<file path="src/rtl/axi4_lite_ram_arbiter.sv">
`default_nettype none
// ---------------------------------------------------------------------------
// axi4_lite_ram_arbiter : two-master round-robin AXI4-Lite arbiter, one RAM slave
// Revision : 1.0 - initial release
// ---------------------------------------------------------------------------
module axi4_lite_ram_arbiter #(
    parameter int DATA_WIDTH = 32,
    parameter int ADDR_WIDTH = 10
) (
    input  logic                  clk,
    input  logic                  rst_n,
    input  logic                  m0_aw_valid,
    input  logic [ADDR_WIDTH-1:0] m0_aw_addr,
    output logic                  m0_aw_ready,
    input  logic                  m0_w_valid,
    input  logic [DATA_WIDTH-1:0] m0_w_data,
    output logic                  m0_w_ready,
    output logic                  m0_b_valid,
    output logic [1:0]            m0_b_resp,
    input  logic                  m0_b_ready,
    input  logic                  m0_ar_valid,
    input  logic [ADDR_WIDTH-1:0] m0_ar_addr,
    output logic                  m0_ar_ready,
    output logic                  m0_r_valid,
    output logic [DATA_WIDTH-1:0] m0_r_data,
    output logic [1:0]            m0_r_resp,
    input  logic                  m0_r_ready,
    input  logic                  m1_aw_valid,
    input  logic [ADDR_WIDTH-1:0] m1_aw_addr,
    output logic                  m1_aw_ready,
    input  logic                  m1_w_valid,
    input  logic [DATA_WIDTH-1:0] m1_w_data,
    output logic                  m1_w_ready,
    output logic                  m1_b_valid,
    output logic [1:0]            m1_b_resp,
    input  logic                  m1_b_ready,
    input  logic                  m1_ar_valid,
    input  logic [ADDR_WIDTH-1:0] m1_ar_addr,
    output logic                  m1_ar_ready,
    output logic                  m1_r_valid,
    output logic [DATA_WIDTH-1:0] m1_r_data,
    output logic [1:0]            m1_r_resp,
    input  logic                  m1_r_ready,
    output logic                  ram_aw_valid,
    output logic [ADDR_WIDTH-1:0] ram_aw_addr,
    input  logic                  ram_aw_ready,
    output logic                  ram_w_valid,
    output logic [DATA_WIDTH-1:0] ram_w_data,
    input  logic                  ram_w_ready,
    input  logic                  ram_b_valid,
    input  logic [1:0]            ram_b_resp,
    output logic                  ram_b_ready,
    output logic                  ram_ar_valid,
    output logic [ADDR_WIDTH-1:0] ram_ar_addr,
    input  logic                  ram_ar_ready,
    input  logic                  ram_r_valid,
    input  logic [DATA_WIDTH-1:0] ram_r_data,
    input  logic [1:0]            ram_r_resp,
    output logic                  ram_r_ready,
    output logic [1:0]            grant,
    output logic                  busy
);
    localparam logic [1:0] S_IDLE  = 2'd0;
    localparam logic [1:0] S_WRITE = 2'd1;
    localparam logic [1:0] S_READ  = 2'd2;

    logic [1:0] state_q, state_d;
    logic       owner_q, owner_d;
    logic       last_q, last_d;
    logic [1:0] grant_q, grant_d;

    logic req0, req1, pick, pick_aw;
    assign req0    = m0_aw_valid | m0_ar_valid;
    assign req1    = m1_aw_valid | m1_ar_valid;
    // On a tie the master that did not own the bus last time wins.
    assign pick    = (req0 & req1) ? ~last_q : req1;
    assign pick_aw = pick ? m1_aw_valid : m0_aw_valid;

    logic                  sel_aw_valid, sel_w_valid, sel_b_ready;
    logic                  sel_ar_valid, sel_r_ready;
    logic [ADDR_WIDTH-1:0] sel_aw_addr, sel_ar_addr;
    logic [DATA_WIDTH-1:0] sel_w_data;
    assign sel_aw_valid = owner_q ? m1_aw_valid : m0_aw_valid;
    assign sel_aw_addr  = owner_q ? m1_aw_addr  : m0_aw_addr;
    assign sel_w_valid  = owner_q ? m1_w_valid  : m0_w_valid;
    assign sel_w_data   = owner_q ? m1_w_data   : m0_w_data;
    assign sel_b_ready  = owner_q ? m1_b_ready  : m0_b_ready;
    assign sel_ar_valid = owner_q ? m1_ar_valid : m0_ar_valid;
    assign sel_ar_addr  = owner_q ? m1_ar_addr  : m0_ar_addr;
    assign sel_r_ready  = owner_q ? m1_r_ready  : m0_r_ready;

    always_ff @(posedge clk or negedge rst_n) begin
        if (!rst_n) begin
            state_q <= S_IDLE;
            owner_q <= 1'b0;
            last_q  <= 1'b1;
            grant_q <= 2'b00;
        end else begin
            state_q <= state_d;
            owner_q <= owner_d;
            last_q  <= last_d;
            grant_q <= grant_d;
        end
    end

    always_comb begin
        state_d = state_q;
        owner_d = owner_q;
        last_d  = last_q;
        grant_d = grant_q;
        case (state_q)
            S_IDLE: begin
                if (req0 | req1) begin
                    state_d = pick_aw ? S_WRITE : S_READ;
                    owner_d = pick;
                    last_d  = pick;
                    grant_d = pick ? 2'b10 : 2'b01;
                end
            end
            S_WRITE: begin
                if (ram_b_valid && ram_b_ready) begin
                    state_d = S_IDLE;
                    grant_d = 2'b00;
                end
            end
            S_READ: begin
                if (ram_r_valid && ram_r_ready) begin
                    state_d = S_IDLE;
                    grant_d = 2'b00;
                end
            end
            default: begin
                state_d = S_IDLE;
                grant_d = 2'b00;
            end
        endcase
    end

    assign grant = grant_q;

    always_comb begin
        busy         = 1'b0;
        ram_aw_valid = 1'b0;
        ram_aw_addr  = '0;
        ram_w_valid  = 1'b0;
        ram_w_data   = '0;
        ram_b_ready  = 1'b0;
        ram_ar_valid = 1'b0;
        ram_ar_addr  = '0;
        ram_r_ready  = 1'b0;
        m0_aw_ready = 1'b0; m0_w_ready = 1'b0; m0_b_valid = 1'b0; m0_b_resp = '0;
        m0_ar_ready = 1'b0; m0_r_valid = 1'b0; m0_r_data  = '0;   m0_r_resp = '0;
        m1_aw_ready = 1'b0; m1_w_ready = 1'b0; m1_b_valid = 1'b0; m1_b_resp = '0;
        m1_ar_ready = 1'b0; m1_r_valid = 1'b0; m1_r_data  = '0;   m1_r_resp = '0;
        case (state_q)
            S_IDLE: begin
            end
            S_WRITE: begin
                busy         = 1'b1;
                ram_aw_valid = sel_aw_valid;
                ram_aw_addr  = sel_aw_addr;
                ram_w_valid  = sel_w_valid;
                ram_w_data   = sel_w_data;
                ram_b_ready  = sel_b_ready;
                if (owner_q) begin
                    m1_aw_ready = ram_aw_ready; m1_w_ready = ram_w_ready;
                    m1_b_valid  = ram_b_valid;  m1_b_resp  = ram_b_resp;
                end else begin
                    m0_aw_ready = ram_aw_ready; m0_w_ready = ram_w_ready;
                    m0_b_valid  = ram_b_valid;  m0_b_resp  = ram_b_resp;
                end
            end
            S_READ: begin
                busy         = 1'b1;
                ram_ar_valid = sel_ar_valid;
                ram_ar_addr  = sel_ar_addr;
                ram_r_ready  = sel_r_ready;
                if (owner_q) begin
                    m1_ar_ready = ram_ar_ready; m1_r_valid = ram_r_valid;
                    m1_r_data   = ram_r_data;   m1_r_resp  = ram_r_resp;
                end else begin
                    m0_ar_ready = ram_ar_ready; m0_r_valid = ram_r_valid;
                    m0_r_data   = ram_r_data;   m0_r_resp  = ram_r_resp;
                end
            end
            default: begin
                busy         = 1'bx;
                ram_aw_valid = 1'bx; ram_aw_addr = 'x; ram_w_valid = 1'bx; ram_w_data = 'x;
                ram_b_ready  = 1'bx; ram_ar_valid = 1'bx; ram_ar_addr = 'x; ram_r_ready = 1'bx;
                m0_aw_ready = 1'bx; m0_w_ready = 1'bx; m0_b_valid = 1'bx; m0_b_resp = 'x;
                m0_ar_ready = 1'bx; m0_r_valid = 1'bx; m0_r_data  = 'x;   m0_r_resp = 'x;
                m1_aw_ready = 1'bx; m1_w_ready = 1'bx; m1_b_valid = 1'bx; m1_b_resp = 'x;
                m1_ar_ready = 1'bx; m1_r_valid = 1'bx; m1_r_data  = 'x;   m1_r_resp = 'x;
            end
        endcase
    end
endmodule
`default_nettype wire

</file>
<file path="config.mk">
export PLATFORM = sky130hd
export DESIGN_NAME = axi4_lite_ram_arbiter
export DESIGN_NICKNAME = d
export VERILOG_FILES = /design/src/rtl/axi4_lite_ram_arbiter.sv
export SDC_FILE = /design/constraint.sdc
export NUM_CORES = 1
export LEC_CHECK = 0
export CAP_MARGIN = 20
export CORE_AREA = 4 4 114 116
export DETAILED_ROUTE_END_ITERATION = 8
export DIE_AREA = 0 0 118 120
export HOLD_SLACK_MARGIN = 0.1
export PLACE_DENSITY = 0.6
export SLEW_MARGIN = 0
export SYNTH_ARGS = -nofsm -noshare
export SYNTH_HDL_FRONTEND = slang
export SYNTH_SLANG_ARGS = --single-unit
</file>
<file path="constraint.sdc">
create_clock -name clk -period 1.86 [get_ports clk]
set_input_delay 0.186 -clock clk [delete_from_list [all_inputs] [get_ports clk]]
set_output_delay 0.186 -clock clk [all_outputs]
set_load 0.01 [all_outputs]
</file>
Word-level counts from Yosys, hierarchy flattened. Index checks and enable logic that the tools add are counted.

Eq/ne operators: 5. Muxes and demuxes: 59. Bitwise operators: 5. Reduce and logical (&&, ||, !) cells: 8.

Operator list (count): 32-bit case mux with 2 select lines (3); 32-bit two-way mux (3); 10-bit case mux with 2 select lines (2); 1-bit case mux with 2 select lines (16); 10-bit two-way mux (2); 2-bit two-way mux (10); 1-bit two-way mux (17); 2-bit case mux with 2 select lines (4); 2-bit case mux with 3 select lines (2); 2-bit != test, second input constant (3); 2-bit OR reduction (3); 1-bit bitwise OR (3); 3-bit AND reduction (1); 2-bit by 1-bit equality test with 1-bit output, second input constant (1); 2-bit equality test, second input constant (1); 1-bit logical AND (2); 2-bit logical NOT (1); 2-bit AND reduction (1); 1-bit AND (1); 1-bit NOT (1).

Register bits: 6. Input port bits: 157. Output and inout port bits: 142. Logic and storage cells: 81.

Depth between registers and ports, before layout.
Depth after elaboration: 7. Depth in mapped cells: 7. Mapped depth without buffers: 5.

Worst setup path after synthesis. Ideal clock, no wire load.

Path kind: register -> output. From: register state_q[0]. To: output port ram_aw_addr[0]. Arrival: 1.587 ns. Data required time: 1.674 ns. Path slack: 0.087 ns. Cell stages (with the launch flop): 8. Buffers on the path: 3. Cells stage by stage: dfrtp_1 > inv_1 > ha_1 > buf_2 > nor3b_2 > buf_2 > buf_2 > a22o_1.

Cells in the longest elaborated chain, start to end: 3. Elaborated cells between the ends (all ways): 5. Those cells by class: 2 x eq/ne; 1 x mux; 2 x reduce/logical.

Ends and longest elaborated chain: from (decl) (RTL line 67) `logic [1:0] state_q, state_d;`; from (signal assigned) (RTL line 99) `state_q <= state_d;`; 2-bit equality test / 2-bit logical NOT (equally long branches) (RTL line 155) `case (state_q)`; 2-bit OR reduction (no line); 10-bit case mux with 2 select lines (*) (RTL line 155); to (decl) (RTL line 45) `output logic [ADDR_WIDTH-1:0] ram_aw_addr,`.

Mark *: on every way between the ends. The rest lies on a longest branch, timed or not.

Worst setup path in the final report.
From: register state_q[1]. To: output port ram_w_data[23].

Cells in the longest elaborated chain, start to end: 3. Elaborated cells between the ends (all ways): 5. Those cells by class: 2 x eq/ne; 1 x mux; 2 x reduce/logical.

Ends and longest elaborated chain: 2-bit equality test / 2-bit logical NOT (equally long branches) (RTL line 155); 2-bit OR reduction (no line); 32-bit case mux with 2 select lines (*) (RTL line 155); to (decl) (RTL line 48) `output logic [DATA_WIDTH-1:0] ram_w_data,`.

Marked as above.

==> impl_summary.txt <==
----------------------------------------------------
[Setup path]
  Cell with the most instances on the worst path ... buf_6
  Register-to-Register Path Depth ... 6
  Delay of the slowest cell on the worst path ... 0.43 ns
  Startpoint of the most critical setup path ... state_q[1]
  Worst path required time ... 1.67 ns
  Timing endpoint of the critical path ... ram_w_data[23]
  Terminus of the critical flop-to-flop path ... state_q[0]
  Cells along the critical path ... ha_4 > buf_6 > nor3_4 > buf_6 > buf_4 > clkbuf_16 > a22o_1 > buf_2
  Critical Setup Path Class ... flop to output pin
  Largest fanout on the critical path ... 5
  Worst Setup End Kind ... output pin
  Type of element launching the critical path ... flop
  FF-to-FF setup slack ... 0.05 ns
  Launching point of the worst reg2reg path ... state_q[1]
  Highest-delay cell along the critical path ... dfrtp_2
  Worst Path Arrival ... 1.85 ns

[Clocking]
  CTS Root Buffer Type ... clkbuf_16
  Worst-Skew Late Latency ... 0.23 ns
  Worst-path clk slew ... 0.04 ns
  Number of H-tree levels ... 1
  Sink count of the clock tree ... 6
  Maximum root-to-sink buffer count ... 2
  Clock buffer count from CTS ... 3
  CTS tree ... done

[Floorplan]
  Num rows ... 40
  Area of the die ... 14,200 um^2
  Area of the core region ... 11,900 um^2
  Die Span X ... 118 um
  Height of the chip ... 120 um
  Starting density of the core ... 13.7%
  I/O pin count ... 299

[Timing]
  Crit share post-route ... 109%
  Rel. slew slack ... 68.9%
  Setup slack of the critical path after layout ... -0.176 ns
  Final min period ... 2.04 ns
  Worst-Margin Slew ... 0.453 ns
  Total count of max-transition violations in the final report ... 0
  Summed negative setup slack over all endpoints ... -6.55 ns
  Setup repair after global routing missed its margin ... yes
  Worst clock skew ... 0.000963 ns
  Maximum achievable frequency ... 491 MHz
  Setup violations, final ... 57
  Number of failing hold endpoints at the final stage ... 0

[Power]
  Switching power total ... 2660 uW
  Overall Power ... 6410 uW
  Sequential power share ... 4.3%
  Switching Fraction ... 41.5%
  Relative contribution of combinational cells to total power ... 89.9%
  Clk pwr share ... 5.8%
  P_int ... 3750 uW
  Pwr dens ... 1250 nW/um^2
  Peak VDD IR ... 0.671 mV
  P_leak ... 0.00263 uW

[Global route]
  Via count of the first global-routing pass ... 3,162
  Initial antenna violation count ... 0
  Grt total ovfl ... 0
  Pin count of the biggest net entering global routing ... 21
  Aggregate global-route resource usage ... 17.9%
  Global-route wire length before repair ... 20.0 mm

[Place]
  Final weighted congestion of routability-driven global placement ... 0.924
  Count of placed standard cells including taps ... 663
  Total half-perimeter wirelength after legalization and detailed placement ... 10.6 mm
  Post-place instance area ... 4920 um^2
  I/O Buffers ... 298

[Layout]
  Most frequent cells in the layout ... clkdlybuf4s50_1, buf_2, clkbuf_2
  Number of nets in the layout ... 720
  Final Cell Area ... 5150 um^2
  Most common cell after layout, fill and taps aside ... clkdlybuf4s50_1
  Area delta synth->final ... 214%
  Share of final-layout standard cells stronger than drive strength 1 ... 41.3%
  Non-Filler Instances ... 706
  Count of filler cells inserted in the layout ... 1,234
  Number of antenna repair diodes ... 0

[Detailed routing]
  Routed WL ... 14.3 mm
  Detail-routed via count per cell ... 4.56
  Number of vias after detailed routing ... 3,220
  Average wire per standard cell ... 20.3 um
  Post-route antenna net violation count ... 0
  Detailed Routing Iterations Pass 1 ... 5
  Remaining design rule violation count ... 0
  DRT iter0 DRCs ... 159

[Logic synthesis]
  Synthesis-stage register bit count ... 6
  Part of the Yosys area used for sequential elements ... 9.25%
  Largest cells by area after synthesis ... a22o_1, and2_1, and3_1
  Cell variety after synth ... 29
  Ys Warns ... 0
  Top cell type by total area after synthesis ... a22o_1
  Combined area of all synthesized cells ... 1640 um^2
  Mapped Avg Cell Area ... 7.37 um^2
  Number of nets produced by synthesis ... 382
  Post-synthesis cell count ... 222
  Area share of the largest cell type after synthesis ... 24.6%

[Hold path]
  Class of the tightest hold or removal check ... input port to asynchronous set/reset pin

[Status]
  Failing checks ... negative setup slack
  Status ... complete, but fails checks

[Run]
  Max-cap viol count ... 0

----------------------------------------------------
-- critical path, delay by kind of cell, from the launching register on --
family                   cells  cell delay (ns)
adder cells (fa/ha/maj)      1             0.19
AND/OR/NAND/NOR              1             0.20
AO/OA/AOI/OAI                1             0.11
buffers and inverters        5             0.67
flip-flops                   1             0.43
-- routing by layer --
| layer | part of all wire, % | global-route usage [%] |
|---|---|---|
| met5 | 0 | 0 |
| met4 | 1.5 | 2.78 |
| met3 | 7.0 | 4.43 |
| met2 | 52 | 32.3 |
| met1 | 40 | 21.8 |
-- synthesized netlist by cell type --
cell type   n
nor3_2      1
a32o_1      1
and3b_1     1
a22o_1     46
buf_2       7
clkbuf_1   18
nor2b_1    14
or2_2       1
and2_1     46
ha_1        3
o211ai_1    2
o21ai_0     1
buf_4       1
mux2i_1    13
a21oi_1     4
nor3_1      1
o41ai_4     1
nor3b_2     1
o21ai_1     1
a2bb2oi_1   1
nor2_1      1
dfstp_2     1
and3_1     36
nand2_1     7
dfrtp_1     5
a21o_1      1
o2bb2ai_1   1
nand3_1     1
inv_1       5
-- sequential cells by signal, summed over array words and instances, names as in the netlist --
| register | flops |
|---|---|
| last_q | 1 |
| state_q | 2 |
| grant | 2 |
| owner_q | 1 |
-- final cells by class --
class | count | area (um^2) | area share [%]
repair buffers | 359 | 3230 | 62.8
multi-input cells | 185 | 1480 | 28.7
flip-flops and latches | 6 | 154 | 2.99
clock buffers | 4 | 78.8 | 1.53
inverters | 5 | 18.8 | 0.365
well taps | 147 | 184 | 3.57
-- through the flow --
step                      setup WS, ns  utilization [%]  hold slack, ns
after floorplan                 0.0866                -          -0.110
after detailed placement        -0.327             41.3           0.459
after global placement          -0.311             41.3           0.446
final                           -0.176             43.2           0.207
after global routing            -0.260             43.2           0.231
after CTS                       -0.239             43.7           0.212
-- how the worst min path moves through the flow --
stage	endpoint	from	depth (start not counted)	slack (ns)
6_report	grant[1]	rst_n	1	0.21
5_1_grt	grant[1]	rst_n	1	0.23
4_1_cts	grant[0]	rst_n	1	0.21
3_5_place_dp	grant[1]	rst_n	1	0.46
3_3_place_gp	grant[1]	rst_n	1	0.45
2_1_floorplan	grant[0]	rst_n	0	-0.11
-- logic make-up (layout without fill, tap and decap cells) --
kind of cell	count (synthesis)	in the layout	synth area share (%)
and+or+nand+nor	110	110	41.4
adders and majority gates	3	3	2.29
buffers and inverters	31	368	7.87
muxes	13	13	7.95
AOI/OAI and AO/OA	59	59	31.2
DFF	6	6	9.25
-- what timing repair did --
item                       CTS  global route
gates cloned                10             2
setup endpoints to repair  139           126
buffers inserted            26             8
pin swaps                   29            15
hold buffers                 0             0
gates resized for setup    484           129
-- power groups by stage --
stage               logic [uW]  registers (uW)  clock network [uW]
CTS                       5620             272                 381
floorplan                 2050             238                   0
finish                    5760             275                 372
detailed placement        4710             258                   0
global route              6080             286                 387
global placement          4710             254                   0
Power figures use the tool's default switching activity.
